`src/rtl/fetch_stage.sv`:
```
// Instruction-fetch stage: owns the fetch PC, keeps at most one imem request in
// flight, buffers one returned instruction for decode, and squashes wrong-path fetches.
module fetch_stage #(
    parameter int unsigned           DATA_WIDTH = 32,
    parameter logic [DATA_WIDTH-1:0] RESET_PC   = '0
) (
    input  logic                  clk,
    input  logic                  rst_n,
    input  logic                  StallF,
    input  logic                  RedirectE,
    input  logic [DATA_WIDTH-1:0] PCTargetE,
    output logic                  imem_req,
    output logic [DATA_WIDTH-1:0] imem_addr,
    input  logic                  imem_gnt,
    input  logic                  imem_rvalid,
    input  logic [DATA_WIDTH-1:0] imem_rdata,
    output logic [DATA_WIDTH-1:0] InstrF,
    output logic [DATA_WIDTH-1:0] PCF,
    output logic [DATA_WIDTH-1:0] PCPlus4F,
    output logic                  ValidF
);

    localparam logic [DATA_WIDTH-1:0] NOP_INSTR = DATA_WIDTH'(32'h0000_0013);
    localparam logic [DATA_WIDTH-1:0] PC_STEP   = DATA_WIDTH'(4);
    localparam logic [DATA_WIDTH-1:0] ALIGN_MSK = ~DATA_WIDTH'(3);

    typedef enum logic [1:0] {
        S_REQ,
        S_WAIT,
        S_DROP
    } state_t;

    state_t                state_q,     state_d;
    logic [DATA_WIDTH-1:0] pc_q,        pc_d;
    logic [DATA_WIDTH-1:0] buf_instr_q, buf_instr_d;
    logic [DATA_WIDTH-1:0] buf_pc_q,    buf_pc_d;
    logic                  buf_valid_q, buf_valid_d;
    logic                  consume;
    logic                  can_issue;
    logic                  fire;
    logic [DATA_WIDTH-1:0] redirect_pc;

    always_comb begin
        consume     = buf_valid_q && !StallF;
        can_issue   = !buf_valid_q || consume;
        redirect_pc = PCTargetE & ALIGN_MSK;
        imem_req    = 1'b0;
        state_d     = state_q;
        pc_d        = pc_q;
        buf_instr_d = buf_instr_q;
        buf_pc_d    = buf_pc_q;
        buf_valid_d = buf_valid_q && !consume;

        // rst_n gates the request so nothing leaves the stage while reset is held.
        case (state_q)
            S_REQ: begin
                imem_req = can_issue && rst_n;
                if (imem_req && imem_gnt) begin
                    state_d = S_WAIT;
                end
            end
            S_WAIT: begin
                if (imem_rvalid) begin
                    buf_instr_d = imem_rdata;
                    buf_pc_d    = pc_q;
                    buf_valid_d = 1'b1;
                    pc_d        = pc_q + PC_STEP;
                    state_d     = S_REQ;
                end
            end
            S_DROP: begin
                if (imem_rvalid) begin
                    state_d = S_REQ;
                end
            end
            default: state_d = S_REQ;
        endcase
        fire = imem_req && imem_gnt;

        // A redirect beats stalls and fills; an in-flight request must be drained via DROP.
        if (RedirectE) begin
            pc_d        = redirect_pc;
            buf_valid_d = 1'b0;
            buf_instr_d = buf_instr_q;
            buf_pc_d    = buf_pc_q;
            case (state_q)
                S_REQ:          state_d = fire ? S_DROP : S_REQ;
                S_WAIT, S_DROP: state_d = imem_rvalid ? S_REQ : S_DROP;
                default:        state_d = S_REQ;
            endcase
        end
    end

    always_ff @(posedge clk or negedge rst_n) begin
        if (!rst_n) begin
            state_q     <= S_REQ;
            pc_q        <= RESET_PC;
            buf_instr_q <= '0;
            buf_pc_q    <= RESET_PC;
            buf_valid_q <= 1'b0;
        end else begin
            state_q     <= state_d;
            pc_q        <= pc_d;
            buf_instr_q <= buf_instr_d;
            buf_pc_q    <= buf_pc_d;
            buf_valid_q <= buf_valid_d;
        end
    end

    assign imem_addr = pc_q;
    assign ValidF    = buf_valid_q;
    assign InstrF    = buf_valid_q ? buf_instr_q : NOP_INSTR;
    assign PCF       = buf_pc_q;
    assign PCPlus4F  = buf_pc_q + PC_STEP;

endmodule
```
`config.mk`:
```
export PLATFORM = sky130hd
export DESIGN_NAME = fetch_stage
export DESIGN_NICKNAME = d
export VERILOG_FILES = /design/src/rtl/fetch_stage.sv
export SDC_FILE = /design/constraint.sdc
export NUM_CORES = 1
export LEC_CHECK = 0
export BUFFER_PORTS_ARGS = -buffer_cell sky130_fd_sc_hd__buf_2
export CAP_MARGIN = 5
export CORE_UTILIZATION = 50
export DETAILED_ROUTE_END_ITERATION = 7
export PLACE_DENSITY = 0.82
export SYNTH_ARGS = -nofsm -noshare
export SYNTH_HDL_FRONTEND = slang
export SYNTH_SLANG_ARGS = --single-unit
```
`constraint.sdc`:
```
create_clock -name clk -period 3.5 [get_ports clk]
set_input_delay 0.175 -clock clk [delete_from_list [all_inputs] [get_ports clk]]
set_output_delay 0.175 -clock clk [all_outputs]
set_load 0.02 [all_outputs]
```
-- Word-level counts from Yosys, hierarchy flattened
Index checks and enable logic that the tools add are counted.
- add/subtract/negate cells: 2
- equality and inequality tests: 4
- mux-type cells: 15
- bitwise logic cells: 1
- reduce and logical (&&, ||, !) cells: 16
- operators by type and width (kind ; count):
    $mux W32 ; 4
    $add A32 B3 Y32 const B ; 2
    $mux W2 ; 5
    $pmux W2 S2 ; 2
    $logic_and A1 B1 Y1 ; 5
    $mux W1 ; 4
    $reduce_and A2 Y1 ; 2
    $reduce_bool A2 Y1 ; 2
    $logic_not A1 Y1 ; 3
    $ne A3 B1 Y1 const B ; 1
    $ne A3 B3 Y1 const B ; 1
    $reduce_and A3 Y1 ; 1
    $eq A2 B1 Y1 const B ; 1
    $eq A2 B2 Y1 const B ; 1
    $logic_not A2 Y1 ; 1
    $reduce_or A2 Y1 ; 1
    $logic_or A1 B1 Y1 ; 1
    $not A1 Y1 ; 1
- flip-flop bits (word level): 99
- input bits: 70
- output and inout port bits: 130
- word-level logic and storage cells: 43

-- Longest topological paths before layout
- depth after elaboration: 9
- depth in mapped cells: 8
- gate-level depth less buffers: 7

-- Worst setup path after synthesis
No wires, ideal clock.
- path kind: flip-flop to output port
- from: register buf_pc_q[2] (netlist: PCF[2])
- to: output port PCPlus4F[20]
- arrival time: 2.024 ns
- data required time: 3.325 ns
- setup slack: 1.301 ns
- cell stages (with the launch flop): 7
- buffers on the path: 0
- cell sequence: dfrtp_1 ha_1 and4_1 nor3b_1 nor2b_1 nand3_1 xnor2_1
- cells in the longest elaborated chain, start to end: 1
- RTL lines (what ; RTL line ; source):
    from (decl) ; 36 ; logic [DATA_WIDTH-1:0] buf_pc_q, buf_pc_d;
    from (signal assigned) ; 105 ; buf_pc_q <= buf_pc_d;
    $add A32 B3 Y32 ; 114 ; assign PCPlus4F = buf_pc_q + PC_STEP;
    to (decl) ; 19 ; output logic [DATA_WIDTH-1:0] PCPlus4F,
Every way passes these cells.

-- Worst setup path after layout
Ends and elaborated chain as after synthesis.

==> qor.yml <==
status: "finished, final reports clean"
syn_area_per_cell_um2: 10.8
maxSlewHeadroom: 0.444
cts_made_buffers: 9
yosysTopAreaCell: "dfrtp_1"
tns_ns: 0
ys.flop_type: "dfrtp_1"
dpl-instance-area_um2: 5980
path_clk_slew_ns: 0.10
grt_max_degree: 62
synth_async_sr_flop_share: 1.00
drt-pass1-iter-count: 4
worstSetupStartpoint: "PCF[2]$_DFFE_PN0P_"
grt_pass1_wl_um: 18800
viasPerCell: 5.23
htreeDepth: 3
cts_setup_buffers: 0
fin_util: 0.655
drc: 0
syn-cell-area_um2: 4950
grt_pass1_vias: 3782
power_mw: 4.16
maxCapViolCount: 0
crit_path_end_kind: "output pin"
hpwl_um: 9290
dp_slack_ns: 1.07
worst_skew_pair.late_latency_ns: 0.35
cts_tree: "yes"
drive_above_1_share: 0.432
die_h_um: 101
skew_ns: 0.0113
r2r_start: "state_q[0]$_DFFE_PN0P_"
hold_viol_final: 0
grt_overflow_total: 0
netlist_instances: 459
place_congestion: 0.892
ys_ff_latch: 95
place.port_buffers: 191
initial_core_util: 0.525
fmax_mhz: 353
period_share: 0.810
vias: 4063
die_w_um: 101
core_um2: 9420
ys_seq_area_frac: 0.481
track_usage: 0.238
placed_cells: 760
period_minus_slack_ns: 2.83
min_from: "PCTargetE[16]"
drt-initial-drc-count: 184
fp.dieArea_um2: 10300
n_antenna_cell: 0
criticalPathCategory: "register to output pin"
cp.arrival_ns: 2.66
synth_area_leaders: "dfrtp_1, mux2_2, xnor2_1"
cts_resized: 0
std_cell_rows: 35
whs_ns: 0.0222
postRouteAntennaNets: 0
powerDensity_nw_per_um2: 674
slowest_stage: "dfrtp_1"
required_ns: 3.32
drv_slew: 0
min_path_type: "input pin to register"
final-setup-viol-count: 0
cts-root-buf: "clkbuf_8"
synth_edf_count: 0
rsz0062_at_grt: "false"
worstSetupStartpointType: "register"
path_max_fanout: 6
cp_cell_sequence: "ha_1 -> and4_1 -> nor3b_1 -> nor2b_1 -> nand3_1 -> xnor2_1 -> buf_2"
final_area_um2: 6170
tightest_slew_ns: 0.826
wl_um: 12300
cts.sinks: 95
synth.top_cell.area_share: 0.481
yosysWarningCount: 0
stdcell_count: 777
finalWorstSetupSlack_ns: 0.667
synth.distinct_cells: 37
wl_per_cell_um: 15.8
p_leak_nw: 3.08
syn_to_final_growth_pct: 24.7
antenna_found_initial: 0
clock_path_buffers: 2
pin_count: 200
peakVddDrop_uv: 527
slowest_delay_ns: 0.47
fin_nets: 718
-- sequential cells by signal, indices dropped and copies added (netlist names) --
name	count
state_q	2
buf_instr_q	32
PCF	30
ValidF	1
imem_addr	30
-- cell usage in the layout, fill, tap and decap left out, types with 3 or more instances in the layout --
| master | count |
|---|---|
| and3_1 | 8 |
| inv_1 | 8 |
| clkbuf_8 | 9 |
| ha_1 | 5 |
| nand2b_1 | 4 |
| and2_1 | 31 |
| and4_1 | 5 |
| buf_2 | 190 |
| xor2_1 | 17 |
| nand3_1 | 20 |
| conb_1 | 6 |
| nor4_1 | 4 |
| xnor2_1 | 40 |
| nor2_1 | 9 |
| nor2b_1 | 3 |
| nor3_1 | 6 |
| o21ai_0 | 25 |
| dfrtp_1 | 95 |
| buf_4 | 3 |
| nand2_1 | 52 |
| a21oi_1 | 3 |
| mux2_2 | 62 |
| nand4_1 | 16 |
| o21ai_1 | 5 |
-- synth_stat cells, types with 5 or more instances --
| library cell | number |
|---|---|
| inv_1 | 8 |
| o21ai_1 | 5 |
| o21ai_0 | 25 |
| buf_4 | 6 |
| nand4_1 | 16 |
| nand3_1 | 20 |
| dfrtp_1 | 95 |
| nand2_1 | 52 |
| and2_1 | 31 |
| and4_1 | 5 |
| xnor2_1 | 40 |
| nor2_1 | 9 |
| ha_1 | 5 |
| nor3_1 | 6 |
| mux2_2 | 62 |
| and3_1 | 8 |
| clkbuf_1 | 17 |
| xor2_1 | 17 |
-- area by class of cell --
cell class,count,area [um^2]
clock inverters,6,46.3
repair buffers,195,1000
multi-input cells,334,2420
fillers,771,3250
well taps,129,161
flip-flops and latches,95,2380
clock buffers,10,128
inverters,8,30.0
-- critical path: cells and delay by family (launching register included) --
kind                     cells  cell delay, ns
adder cells (fa/ha/maj)      1            0.25
XOR/XNOR                     1            0.17
buffers and inverters        1            0.19
flip-flops                   1            0.47
AND/OR/NAND/NOR              4            1.22
-- where the power goes --
part,switching (mW),internal [mW],total (mW)
logic,0.930,0.701,1.63
clock network,0.396,0.263,0.658
registers,0.387,1.48,1.87
-- worst paths after layout --
| kind | slack, ns | cells after the start | to |
|---|---|---|---|
| setup reg to reg | 1.16 | 5 | PCF[11]$_DFFE_PN0P_ |
| hold / removal | 0.02 | 3 | imem_addr[16]$_DFFE_PN0N_ |
| min in group asynchronous | 0.39 | 2 | buf_instr_q[31]$_DFFE_PN0P_ |
| hold reg to reg | 0.51 | 1 | buf_instr_q[4]$_DFFE_PN0P_ |
| setup / recovery | 0.67 | 7 | PCPlus4F[20] |
| max in group asynchronous | 2.02 | 3 | PCF[26]$_DFFE_PN0P_ |
-- metal layers --
layer  track usage  up-vias  wire length [um]  share of wire
li1              -     1931                 -              -
met1         0.305     1951              5250           0.43
met2         0.398      166              5990           0.49
met3        0.0545       15               848          0.069
met4        0.0814        0               224          0.018
met5             0        -                 0              0
-- cells by family (layout without fill, tap and decap cells) --
logic type,after synthesis,in the layout,share of synthesized area
adder cells (fa/ha/maj),5,5,0.0126
AND/OR/NAND/NOR,168,168,0.192
multiplexers,63,63,0.143
flip-flops,95,95,0.481
buffers and inverters,35,219,0.0334
other,1,6,0.000758
AO/OA/AOI/OAI,35,35,0.0364
XOR/XNOR,57,57,0.101
-- repair_timing --
action | CTS | global route
hold buffers | 1 | 0
setup endpoints to repair | 0 | 0
endpoints found under the hold margin | 45 | 0
Note: power is estimated with default switching activity, not from simulation.
